File: src/rtl/mem_arbiter.sv
// Two-master arbiter in front of memory_controller: serialises req/ack accesses and holds addr/data across the slave latency.
// Build option: define MEM_ARB_RR_EN for round-robin arbitration; otherwise master 0 has fixed priority.
module mem_arbiter #(
    parameter int ADDR_W      = 32,
    parameter int DATA_W      = 32,
    parameter int WAIT_CYCLES = 1
) (
    input  logic              clk,
    input  logic              reset_n,
    input  logic              m0_req,
    input  logic              m1_req,
    input  logic              m0_write,
    input  logic              m1_write,
    input  logic [ADDR_W-1:0] m0_addr,
    input  logic [ADDR_W-1:0] m1_addr,
    input  logic [DATA_W-1:0] m0_wdata,
    input  logic [DATA_W-1:0] m1_wdata,
    output logic [DATA_W-1:0] m0_rdata,
    output logic [DATA_W-1:0] m1_rdata,
    output logic              m0_ack,
    output logic              m1_ack,
    output logic [ADDR_W-1:0] s_addr,
    output logic [DATA_W-1:0] s_wdata,
    output logic              s_read,
    output logic              s_write,
    input  logic [DATA_W-1:0] s_rdata,
    output logic              busy,
    output logic              gnt
);

    typedef enum logic [1:0] {
        IDLE  = 2'd0,
        ISSUE = 2'd1,
        WAIT  = 2'd2,
        DONE  = 2'd3
    } state_t;

    localparam logic [3:0] WAIT_LD = 4'(WAIT_CYCLES);

    state_t            state_q, state_d;
    logic [ADDR_W-1:0] addr_q, addr_d;
    logic [DATA_W-1:0] wdata_q, wdata_d;
    logic              wr_q, wr_d;
    logic              idx_q, idx_d;
    logic [3:0]        cnt_q, cnt_d;
    logic [DATA_W-1:0] rdata0_q, rdata0_d;
    logic [DATA_W-1:0] rdata1_q, rdata1_d;
    logic              win;

`ifdef MEM_ARB_RR_EN
    // pref_q names the master that wins the next contention; reset favours master 0.
    logic pref_q, pref_d;

    always_comb begin
        win = (m0_req && m1_req) ? pref_q : !m0_req;
    end
`else
    always_comb begin
        win = !m0_req;
    end
`endif

    always_comb begin
        state_d  = state_q;
        addr_d   = addr_q;
        wdata_d  = wdata_q;
        wr_d     = wr_q;
        idx_d    = idx_q;
        cnt_d    = cnt_q;
        rdata0_d = rdata0_q;
        rdata1_d = rdata1_q;
`ifdef MEM_ARB_RR_EN
        pref_d   = pref_q;
`endif
        case (state_q)
            IDLE: begin
                if (m0_req || m1_req) begin
                    idx_d   = win;
                    addr_d  = win ? m1_addr  : m0_addr;
                    wdata_d = win ? m1_wdata : m0_wdata;
                    wr_d    = win ? m1_write : m0_write;
`ifdef MEM_ARB_RR_EN
                    pref_d  = !win;
`endif
                    state_d = ISSUE;
                end
            end
            ISSUE: begin
                cnt_d   = WAIT_LD;
                state_d = WAIT;
            end
            WAIT: begin
                // Treat 0 like 1 so an out-of-range latency can never wedge the FSM.
                if (cnt_q <= 4'd1) begin
                    if (!wr_q) begin
                        if (idx_q) rdata1_d = s_rdata;
                        else       rdata0_d = s_rdata;
                    end
                    state_d = DONE;
                end else begin
                    cnt_d = cnt_q - 4'd1;
                end
            end
            DONE: begin
                state_d = IDLE;
            end
            default: begin
                state_d = IDLE;
            end
        endcase
    end

    always_ff @(posedge clk or negedge reset_n) begin
        if (!reset_n) begin
            state_q  <= IDLE;
            addr_q   <= '0;
            wdata_q  <= '0;
            wr_q     <= 1'b0;
            idx_q    <= 1'b0;
            cnt_q    <= '0;
            rdata0_q <= '0;
            rdata1_q <= '0;
`ifdef MEM_ARB_RR_EN
            pref_q   <= 1'b0;
`endif
        end else begin
            state_q  <= state_d;
            addr_q   <= addr_d;
            wdata_q  <= wdata_d;
            wr_q     <= wr_d;
            idx_q    <= idx_d;
            cnt_q    <= cnt_d;
            rdata0_q <= rdata0_d;
            rdata1_q <= rdata1_d;
`ifdef MEM_ARB_RR_EN
            pref_q   <= pref_d;
`endif
        end
    end

    // Address/data come straight from the latch, so they stay stable from ISSUE through WAIT.
    assign s_addr   = addr_q;
    assign s_wdata  = wdata_q;
    assign s_read   = (state_q == ISSUE) && !wr_q;
    assign s_write  = (state_q == ISSUE) &&  wr_q;
    assign m0_ack   = (state_q == DONE) && !idx_q;
    assign m1_ack   = (state_q == DONE) &&  idx_q;
    assign m0_rdata = rdata0_q;
    assign m1_rdata = rdata1_q;
    assign busy     = (state_q != IDLE);
    assign gnt      = idx_q;

endmodule

File: config.mk
export PLATFORM = sky130hd
export DESIGN_NAME = mem_arbiter
export DESIGN_NICKNAME = d
export VERILOG_FILES = /design/src/rtl/mem_arbiter.sv
export SDC_FILE = /design/constraint.sdc
export NUM_CORES = 1
export LEC_CHECK = 0
export BUFFER_PORTS_ARGS = -buffer_cell sky130_fd_sc_hd__buf_2
export CORE_AREA = 2 2 129 162
export DETAILED_ROUTE_END_ITERATION = 7
export DIE_AREA = 0 0 131 164
export PLACE_DENSITY = 0.54
export SKIP_CTS_REPAIR_TIMING = 1
export SYNTH_ARGS = -nofsm -noshare
export SYNTH_HDL_FRONTEND = slang
export SYNTH_SLANG_ARGS = --single-unit
File: constraint.sdc
create_clock -name clk -period 3.1 [get_ports clk]
set_input_delay 0 -clock clk [delete_from_list [all_inputs] [get_ports clk]]
set_output_delay 0 -clock clk [all_outputs]
set_load 0.005 [all_outputs]
==> metrics.md <==
| Metric | Value |
|---|---|
| Final setup vio count | 0 |
| Pwr/cell area | 828 nW/um2 |
| Largest net degree at the start of global routing | 89 |
| Final Util | 0.493 |
| Delay-heaviest family, CP | simple AND/OR/NAND/NOR gates |
| Setup TNS | 0 ns |
| Drt drc | 0 |
| Achievable Freq | 462 MHz |
| Leakage | 4.92 nW |
| Initial drt markers | 112 |
| Die height | 164 um |
| Die ar. | 21500 um2 |
| DR WL/cell | 13.6 um |
| Fillers | 1816 |
| Max-Cap Viols | 0 |
| Hold crit path type | input port to register |
| Dpl hpwl | 11300 um |
| Peak supply drop | 354 uV |
| Total power | 0.00815 W |
| N_diodes | 0 |
| Max incr delay on CP | 0.39 ns |
| Sequential element share of the synthesized area | 0.578 |
| Crit path cell chain | inv_1 -> ha_1 -> nor2_1 -> nand4b_2 -> buf_4 -> mux2_2 |
| Mapped Area | 5890 um2 |
| NumNets Final | 1098 |
| Layout cells sized above 1 | 0.428 |
| Worst path slowest cell | mux2_2 |
| Yosys Warn Count | 0 |
| Status | finished, violations left |
| HP Start | m0_wdata[13] |
| Tmin final | 2.17 ns |
| Clock slew at reported path FFs | 0.06 ns |
| Seq cells post-synth | 136 |
| Total gr overflow | 0 |
| Vias in the first global route | 4552 |
| Sequential Area | 3400 um2 |
| Hold Fails Final Rpt | 2 |
| CTS tree | built |
| DRT Wirelength | 16400 um |
| Reg2reg setup slack | 0.93 ns |
| Worst Setup SP | cnt_q[0]$_DFFE_PN0P_ |
| Pins Over Slew Limit | 0 |
| Crit share post-route | 0.698 |
| CP Launch Type | register |
| FF-to-FF Start | cnt_q[0]$_DFFE_PN0P_ |
| CP Data Arrival Time | 2.46 ns |
| Global-route wire length before repair | 23200 um |
| Pre-antenna DRT Iters | 4 |
| Crit path buf inv count | 2 |
| H-tree depth | 4 |
| Library cells used by synthesis | 35 |
| Number of routed nets with antenna violations | 0 |
| Leading cell type in the layout, fill and taps excluded | buf_2 |
| Failing checks | hold timing |
| # IOs | 300 |
| Mean area per synthesized cell | 12.5 um2 |
| Crit path capture type | register |
| Crit-path max FO | 32 |
| Max clock buf depth | 2 |
| CTS Buf Count | 17 |
| Hold_ws | -0.0516 ns |
| Clk sinks | 136 |
| Most frequent cells in the layout | 297 x buf_2, 161 x dlygate4sd3_1, 136 x dfrtp_1, 68 x o21ai_0, 67 x nand2_1 |
| Slew margin rel. | 0.316 |
| Gpl congestion | 0.743 |
| Synthesized instance count | 472 |
| RSZ-0062 raised after global routing | no |
| Clock root buffer | clkbuf_16 |
| Worst skew pair latency | 0.41 ns |
| Worst-Margin Slew | 1.02 ns |
| Via count | 5176 |
| PortBufs | 299 |
| Area grow syn2layout | 67.2% |
| Starting density of the core | 0.295 |
| Die width | 131 um |
| Worst Skew | 0.00782 ns |
| Initial antenna violation count | 0 |
| Multi-input gate area | 2260 um2 |
| GRT Util Overall | 0.141 |
| Worst endpoint required time | 3.40 ns |
| Vias per inst | 4.28 |
| Area of the core | 20000 um2 |
| Std cell rows | 58 |
| Crit Path Class | register to register |
| Syn nets | 644 |
[report_power, final]
part / internal (W) / switching (W)
sequential: 0.00265 / 0.000431
combinational: 0.00157 / 0.00135
clock: 0.00136 / 0.000792
[area by class of cell]
| cell class | instances | share of cell area |
|---|---|---|
| Timing Repair Buffer | 466 | 0.324 |
| Clock inverter | 13 | 0.0198 |
| Clock buffer | 19 | 0.0440 |
| Multi-Input combinational cell | 297 | 0.230 |
| Inverter | 8 | 0.00305 |
| Tap cell | 270 | 0.0343 |
| Sequential cell | 136 | 0.346 |
[logic make-up (layout without fill, tap and decap cells)]
group,count (synthesis),in the layout,share of synthesized area
buffers and inverters,39,506,0.0399
muxes,130,130,0.235
AOI/OAI and AO/OA,79,79,0.0725
and+or+nand+nor,82,82,0.0623
DFF,136,136,0.578
adders and majority gates,6,6,0.0127
[worst min-delay path, stage by stage]
cell and delay [ns]:
buf_2 0.08, mux2i_1 0.09, o21ai_0 0.15
[flip-flops by register name (all words and copies together) (netlist names)]
name / cells
wr_q: 1
gnt: 1
s_addr: 32
state_q: 2
s_wdata: 32
m0_rdata: 32
cnt_q: 4
m1_rdata: 32
[synth_stat cells]
library cell  number  area [um2]
dfrtp_1          136        3400
o21ai_0           68         340
nand2_1           67         251
mux2i_1           66         661
mux2_2            62         698
buf_2             15        75.1
inv_1              8        30.0
ha_1               6        75.1
buf_6              5        56.3
clkbuf_1           5        18.8
buf_4              3        22.5
nor2_1             3        11.3
a22o_1             2        17.5
and2_1             2        12.5
clkbuf_8           2        27.5
mux2_1             2        22.5
nor2b_1            2        12.5
a21oi_1            1        5.00
clkbuf_2           1        5.00
nand3b_1           1        7.51
nand4b_1           1        8.76
nand4b_2           1        15.0
nor3_1             1        5.00
nor4_1             1        6.26
nor4_4             1        21.3
o211ai_1           1        7.51
o21ai_1            1        5.00
o22ai_1            1        6.26
o2bb2ai_1          1        8.76
o311a_1            1        10.0
o311ai_0           1        8.76
o31a_1             1        8.76
o41ai_1            1        8.76
or2_2              1        6.26
or3b_2             1        8.76
[metrics by stage]
step	hold WS, ns	area, um2	setup slack (ns)	instances
after floorplan	-0.296	5890	1.27	472
after global placement	-0.0357	7610	0.959	1016
after detailed placement	-0.0355	7610	0.909	1016
after CTS	-0.488	8240	0.911	1048
after global routing	0.0200	9850	0.768	1209
final	-0.0516	9850	0.935	1209
[metal layers]
metal | track usage | part of all wire | up-vias | wire length, um
met5 | 0 | 0 | - | 0
met4 | 0.0421 | 0.012 | 0 | 201
met3 | 0.0463 | 0.074 | 17 | 1220
met2 | 0.227 | 0.48 | 222 | 7950
met1 | 0.179 | 0.43 | 2383 | 7060
li1 | - | - | 2554 | -
[final timing paths]
kind / endpoint / depth (start not counted)
max: m0_rdata[23]$_DFFE_PN0P_ / 6
min: s_wdata[13]$_DFFE_PN0P_ / 3
max reg2reg: m0_rdata[23]$_DFFE_PN0P_ / 6
min reg2reg: s_wdata[10]$_DFFE_PN0P_ / 2
max in group asynchronous: s_addr[6]$_DFFE_PN0P_ / 3
min in group asynchronous: m0_rdata[5]$_DFFE_PN0P_ / 2
No activity file was read; power rests on OpenSTA's default activity.
